[src/rtl/id_ex_stage.sv]
// rtl/id_ex_stage.sv - ID->EX pipeline register with MEM/WB forwarding and ALU operand selection
module id_ex_stage #(
    parameter int          XLEN     = 32,
    parameter logic [31:0] RESET_PC = 32'h0
) (
    input  logic            clk,
    input  logic            rst,
    input  logic            stall,
    input  logic            flush,
    input  logic            id_valid,
    input  logic [XLEN-1:0] id_pc,
    input  logic [4:0]      id_rs1_addr,
    input  logic [4:0]      id_rs2_addr,
    input  logic [XLEN-1:0] id_rs1_data,
    input  logic [XLEN-1:0] id_rs2_data,
    input  logic [XLEN-1:0] id_imm,
    input  logic [4:0]      id_rd_addr,
    input  logic            id_reg_we,
    input  logic [3:0]      id_alu_func,
    input  logic [1:0]      id_src_a_sel,
    input  logic            id_src_b_sel,
    input  logic            mem_fwd_we,
    input  logic [4:0]      mem_fwd_rd,
    input  logic [XLEN-1:0] mem_fwd_data,
    input  logic            wb_fwd_we,
    input  logic [4:0]      wb_fwd_rd,
    input  logic [XLEN-1:0] wb_fwd_data,
    output logic            ex_valid,
    output logic [XLEN-1:0] ex_pc,
    output logic [4:0]      ex_rd_addr,
    output logic            ex_reg_we,
    output logic [3:0]      alu_func,
    output logic [XLEN-1:0] alu_din_a,
    output logic [XLEN-1:0] alu_din_b,
    output logic [XLEN-1:0] ex_store_data
);

    localparam logic [3:0] ALU_ADD = 4'b0000;

    logic            valid_q;
    logic [XLEN-1:0] pc_q;
    logic [4:0]      rs1_addr_q;
    logic [4:0]      rs2_addr_q;
    logic [XLEN-1:0] rs1_q;
    logic [XLEN-1:0] rs2_q;
    logic [XLEN-1:0] imm_q;
    logic [4:0]      rd_q;
    logic            reg_we_q;
    logic [3:0]      func_q;
    logic [1:0]      src_a_sel_q;
    logic            src_b_sel_q;

    logic wb_hit_id_rs1, wb_hit_id_rs2, wb_hit_q_rs1, wb_hit_q_rs2;

    assign wb_hit_id_rs1 = wb_fwd_we && (wb_fwd_rd != 5'd0) && (wb_fwd_rd == id_rs1_addr);
    assign wb_hit_id_rs2 = wb_fwd_we && (wb_fwd_rd != 5'd0) && (wb_fwd_rd == id_rs2_addr);
    assign wb_hit_q_rs1  = wb_fwd_we && (wb_fwd_rd != 5'd0) && (wb_fwd_rd == rs1_addr_q);
    assign wb_hit_q_rs2  = wb_fwd_we && (wb_fwd_rd != 5'd0) && (wb_fwd_rd == rs2_addr_q);

    always_ff @(posedge clk or posedge rst) begin
        if (rst) begin
            valid_q     <= 1'b0;
            pc_q        <= RESET_PC[XLEN-1:0];
            rs1_addr_q  <= 5'd0;
            rs2_addr_q  <= 5'd0;
            rs1_q       <= '0;
            rs2_q       <= '0;
            imm_q       <= '0;
            rd_q        <= 5'd0;
            reg_we_q    <= 1'b0;
            func_q      <= ALU_ADD;
            src_a_sel_q <= 2'b00;
            src_b_sel_q <= 1'b0;
        end else if (flush) begin
            valid_q  <= 1'b0;
            reg_we_q <= 1'b0;
            func_q   <= ALU_ADD;
            rd_q     <= 5'd0;
        end else if (stall) begin
            // Held operands absorb WB writes so they are current when the stall releases.
            if (wb_hit_q_rs1) rs1_q <= wb_fwd_data;
            if (wb_hit_q_rs2) rs2_q <= wb_fwd_data;
        end else begin
            valid_q     <= id_valid;
            pc_q        <= id_pc;
            rs1_addr_q  <= id_rs1_addr;
            rs2_addr_q  <= id_rs2_addr;
            rs1_q       <= wb_hit_id_rs1 ? wb_fwd_data : id_rs1_data;
            rs2_q       <= wb_hit_id_rs2 ? wb_fwd_data : id_rs2_data;
            imm_q       <= id_imm;
            rd_q        <= id_rd_addr;
            reg_we_q    <= id_reg_we;
            func_q      <= id_alu_func;
            src_a_sel_q <= id_src_a_sel;
            src_b_sel_q <= id_src_b_sel;
        end
    end

    logic [XLEN-1:0] fwd_rs1, fwd_rs2;

    // MEM is younger than WB, so it wins when both target the same register.
    always_comb begin
        fwd_rs1 = rs1_q;
        if (mem_fwd_we && (mem_fwd_rd != 5'd0) && (mem_fwd_rd == rs1_addr_q))
            fwd_rs1 = mem_fwd_data;
        else if (wb_hit_q_rs1)
            fwd_rs1 = wb_fwd_data;
    end

    always_comb begin
        fwd_rs2 = rs2_q;
        if (mem_fwd_we && (mem_fwd_rd != 5'd0) && (mem_fwd_rd == rs2_addr_q))
            fwd_rs2 = mem_fwd_data;
        else if (wb_hit_q_rs2)
            fwd_rs2 = wb_fwd_data;
    end

    always_comb begin
        alu_din_a = '0;
        case (src_a_sel_q)
            2'b00:   alu_din_a = fwd_rs1;
            2'b01:   alu_din_a = pc_q;
            default: alu_din_a = '0;
        endcase
    end

    assign alu_din_b     = src_b_sel_q ? imm_q : fwd_rs2;
    assign ex_store_data = fwd_rs2;
    assign ex_valid      = valid_q;
    assign ex_pc         = pc_q;
    assign ex_rd_addr    = rd_q;
    assign ex_reg_we     = reg_we_q & valid_q;
    assign alu_func      = func_q;

endmodule
[config.mk]
export PLATFORM = sky130hd
export DESIGN_NAME = id_ex_stage
export DESIGN_NICKNAME = d
export VERILOG_FILES = /design/src/rtl/id_ex_stage.sv
export SDC_FILE = /design/constraint.sdc
export NUM_CORES = 1
export LEC_CHECK = 0
export BUFFER_PORTS_ARGS = -buffer_cell sky130_fd_sc_hd__buf_4
export CAP_MARGIN = 40
export CORE_AREA = 4 4 141 143
export CTS_BUF_LIST = sky130_fd_sc_hd__clkbuf_4
export CTS_CLUSTER_DIAMETER = 100
export DETAILED_ROUTE_END_ITERATION = 16
export DIE_AREA = 0 0 145 147
export HOLD_SLACK_MARGIN = 0.03
export PLACE_DENSITY = 0.83
export SETUP_SLACK_MARGIN = 0.05
export SYNTH_ARGS = -nofsm -noshare
export SYNTH_HDL_FRONTEND = slang
export SYNTH_SLANG_ARGS = --single-unit
[constraint.sdc]
create_clock -name clk -period 5.4 [get_ports clk]
set_input_delay 0.81 -clock clk [delete_from_list [all_inputs] [get_ports clk]]
set_output_delay 0.81 -clock clk [all_outputs]
set_load 0.01 [all_outputs]
==> impl_metrics.py <==
metrics = {
    "status": {
        "status": "finished clean",
    },
    "power": {
        "power_uw": 3321,
        "power.density_nw_per_um2": 263.5,
        "ir_drop_uv": 131.3,
        "p_leak_uw": 0.006283,
    },
    "critical_path": {
        "slowest_delay_ps": 630,
        "start_kind": "flop",
        "cp_cell_sequence": "xor2_1 -> nor4_1 -> nand2_1 -> buf_4 -> o221ai_1 -> buf_4",
        "crit_type": "reg2out",
        "crit_slowest_cell": "nand2_1",
        "path_common_cell": "buf_4",
        "cp.arrival_ps": 3240,
        "cp_num_buf_inv": 2,
        "crit_family": "simple AND/OR/NAND/NOR gates",
        "required_ps": 4590,
        "path_max_fanout": 17,
        "endpoint_kind": "output pin",
    },
    "detailed_routing": {
        "routed-wl-met2_um": 17550,
        "routed-wl-met3_um": 3830,
        "m1WireLength_um": 13590,
        "drt_wl_total_um": 36360,
        "wl_per_cell_um": 21.30,
        "viasPerCell": 5.958,
        "ant_nets": 0,
        "drc": 0,
        "highest_layer": "met4",
        "vias": 10170,
        "dr.pass1.iters": 5,
        "drtIter0Drc": 828,
    },
    "floorplan": {
        "die_w_um": 145,
        "start_util_pct": 50.16,
        "dieHeight_um": 147,
        "die_area_um2": 21320,
        "io_pins": 371,
        "core.rowCount": 50,
        "core-area_um2": 18580,
    },
    "grt": {
        "globalRouteTotalUtil_pct": 33.18,
        "antenna_found_initial": 1,
        "grt_overflow": 0,
        "grt_max_degree": 87,
        "grt_pass1_vias": 10030,
        "grt_pass1_wl_um": 56210,
    },
    "sta": {
        "slew_viol_final": 0,
        "finalHoldViolCount": 0,
        "post-route-min-period_ps": 4053,
        "timing.fmax_mhz": 246.7,
        "finalSetupTns_ps": 0,
        "rsz0062_at_grt": "false",
        "timing.hold.ws_ps": 151.9,
        "min_period_over_period_pct": 75.06,
        "setup_slack_ps": 1347,
        "worst_pin_slew_ps": 872.8,
        "finalSetupViolCount": 0,
        "fin_skew_ps": 15.73,
        "slew-limit-headroom_pct": 41.75,
    },
    "cts": {
        "ctsHtreeMaxLevel": 4,
        "clockBufferDepth": 2,
        "cts_tree": "done",
        "clock_latency_ps": 570,
        "postCtsResizedCells": 0,
        "clk_pin_slew_worst_paths_ps": 130,
        "cts_buffers": 17,
        "cts_setup_buffers": 0,
        "clock_sinks": 152,
        "root_buffer": "clkbuf_4",
        "ctsHoldBuffers": 0,
    },
    "layout": {
        "final_core_util_pct": 67.83,
        "fillers": 1622,
        "area_growth_pct": 35.23,
        "drive_above_1_share_pct": 29.69,
        "fin_nets": 1693,
    },
    "synthesis": {
        "netlist_area_um2": 9320,
        "ys_types": 40,
        "synth_most_common_cell": "nand2_1",
        "syn_nets": 1382,
        "yosysWarnings": 0,
        "synth_ff_type": "dfrtp_1",
        "postSynthAreaPerCell_um2": 8.105,
        "ys_ff_latch": 152,
        "synth_top_cells_by_count": "nand2_1, dfrtp_1, nor2_1",
        "synth_top_area_cell": "dfrtp_1",
        "ys_seq_area_share_pct": 40.81,
        "synth-edff-count": 0,
        "synth_area_leaders": "dfrtp_1, nand2_1, mux2i_1",
        "ys_async_sr_fraction_pct": 100.0,
        "syn_inst": 1150,
        "synth_top_area_share_pct": 40.81,
    },
    "placement": {
        "place_hpwl_um": 25750,
        "gp_congestion": 0.8875,
        "preCtsSetupSlack_ps": 1380,
        "io_buffers": 370,
    },
    "min_path": {
        "hp-class": "in2async",
    },
    "run": {
        "drv_cap": 0,
    },
}
per-stage QoR:
step                      std cells  instance area [µm²]
after global placement         1669                12180
after detailed placement       1676                12340
after global routing           1707                12600
final                          1707                12600
after CTS                      1706                12600
after floorplan                1150                 9320
final cells by class:
| type | instances | area, µm² | area share, % |
|---|---|---|---|
| well taps | 234 | 292.8 | 2.323 |
| flip-flops and latches | 152 | 3805 | 30.19 |
| repair buffers | 391 | 3073 | 24.38 |
| diodes | 1 | 2.502 | 0.01986 |
| clock inverters | 13 | 132.6 | 1.052 |
| clock buffers | 17 | 127.6 | 1.013 |
| multi-input cells | 865 | 5037 | 39.97 |
| inverters | 34 | 132.6 | 1.052 |
worst paths after layout:
| path | start | cells past startpoint | end | slack (ps) |
|---|---|---|---|---|
| min | rst | 2 | alu_func[0] | 150 |
| max in group asynchronous | rst | 4 | rs1_q[20] | 4170 |
| max reg2reg | rs2_addr_q[0] | 6 | rs2_q[28] | 2590 |
| min in group clk | id_imm[6] | 3 | imm_q[6] | 420 |
| max | rs1_addr_q[3] | 6 | alu_din_a[16] | 1350 |
| min reg2reg | imm_q[7] | 2 | imm_q[7] | 490 |
report_power, final:
part / internal, µW / switching, µW / leakage (µW) / total, µW
Sequential: 1290 / 128 / 0.00187 / 1420
Clock: 266 / 432 / 0.000127 / 698
Combinational: 595 / 608 / 0.00429 / 1200
sequential cells by signal (all words and copies together), names as in the netlist:
register / cells
rs1_addr_q: 5
alu_func: 4
ex_pc: 32
rs2_q: 32
rs1_q: 32
src_a_sel_q: 2
ex_rd_addr: 5
imm_q: 32
reg_we_q: 1
ex_valid: 1
src_b_sel_q: 1
rs2_addr_q: 5
cells by family after synthesis:
group / after synthesis / synth area share, %
multiplexers: 75 / 8.082
buffers and inverters: 133 / 5.759
AO/OA/AOI/OAI: 196 / 18.00
AND/OR/NAND/NOR: 564 / 24.53
XOR/XNOR: 30 / 2.819
flip-flops: 152 / 40.81
worst register-to-register path, cell delays in order, from the launching register on:
cell	delay [ps]
dfrtp_1	450
xor2_1	200
nor3_2	250
nand3_2	720
a21o_1	440
buf_4	260
a221o_1	380
layer usage:
layer,vias up,track usage (%)
li1,4597,-
met1,4849,40.78
met2,634,55.77
met3,91,8.945
met4,0,13.59
met5,-,0
placed cells by master, fill, tap and decap left out, types with 29 or more instances in the layout:
cell type and n:
nand2_1 392, buf_4 382, dfrtp_1 151, nor2_1 112
mux2i_1 73, a221o_1 34, inv_1 33, and3_1 32
o221ai_1 32, a221oi_1 32, o31ai_1 32, o211ai_1 30
a2bb2oi_1 29
No activity file was read; power rests on OpenSTA's default activity.
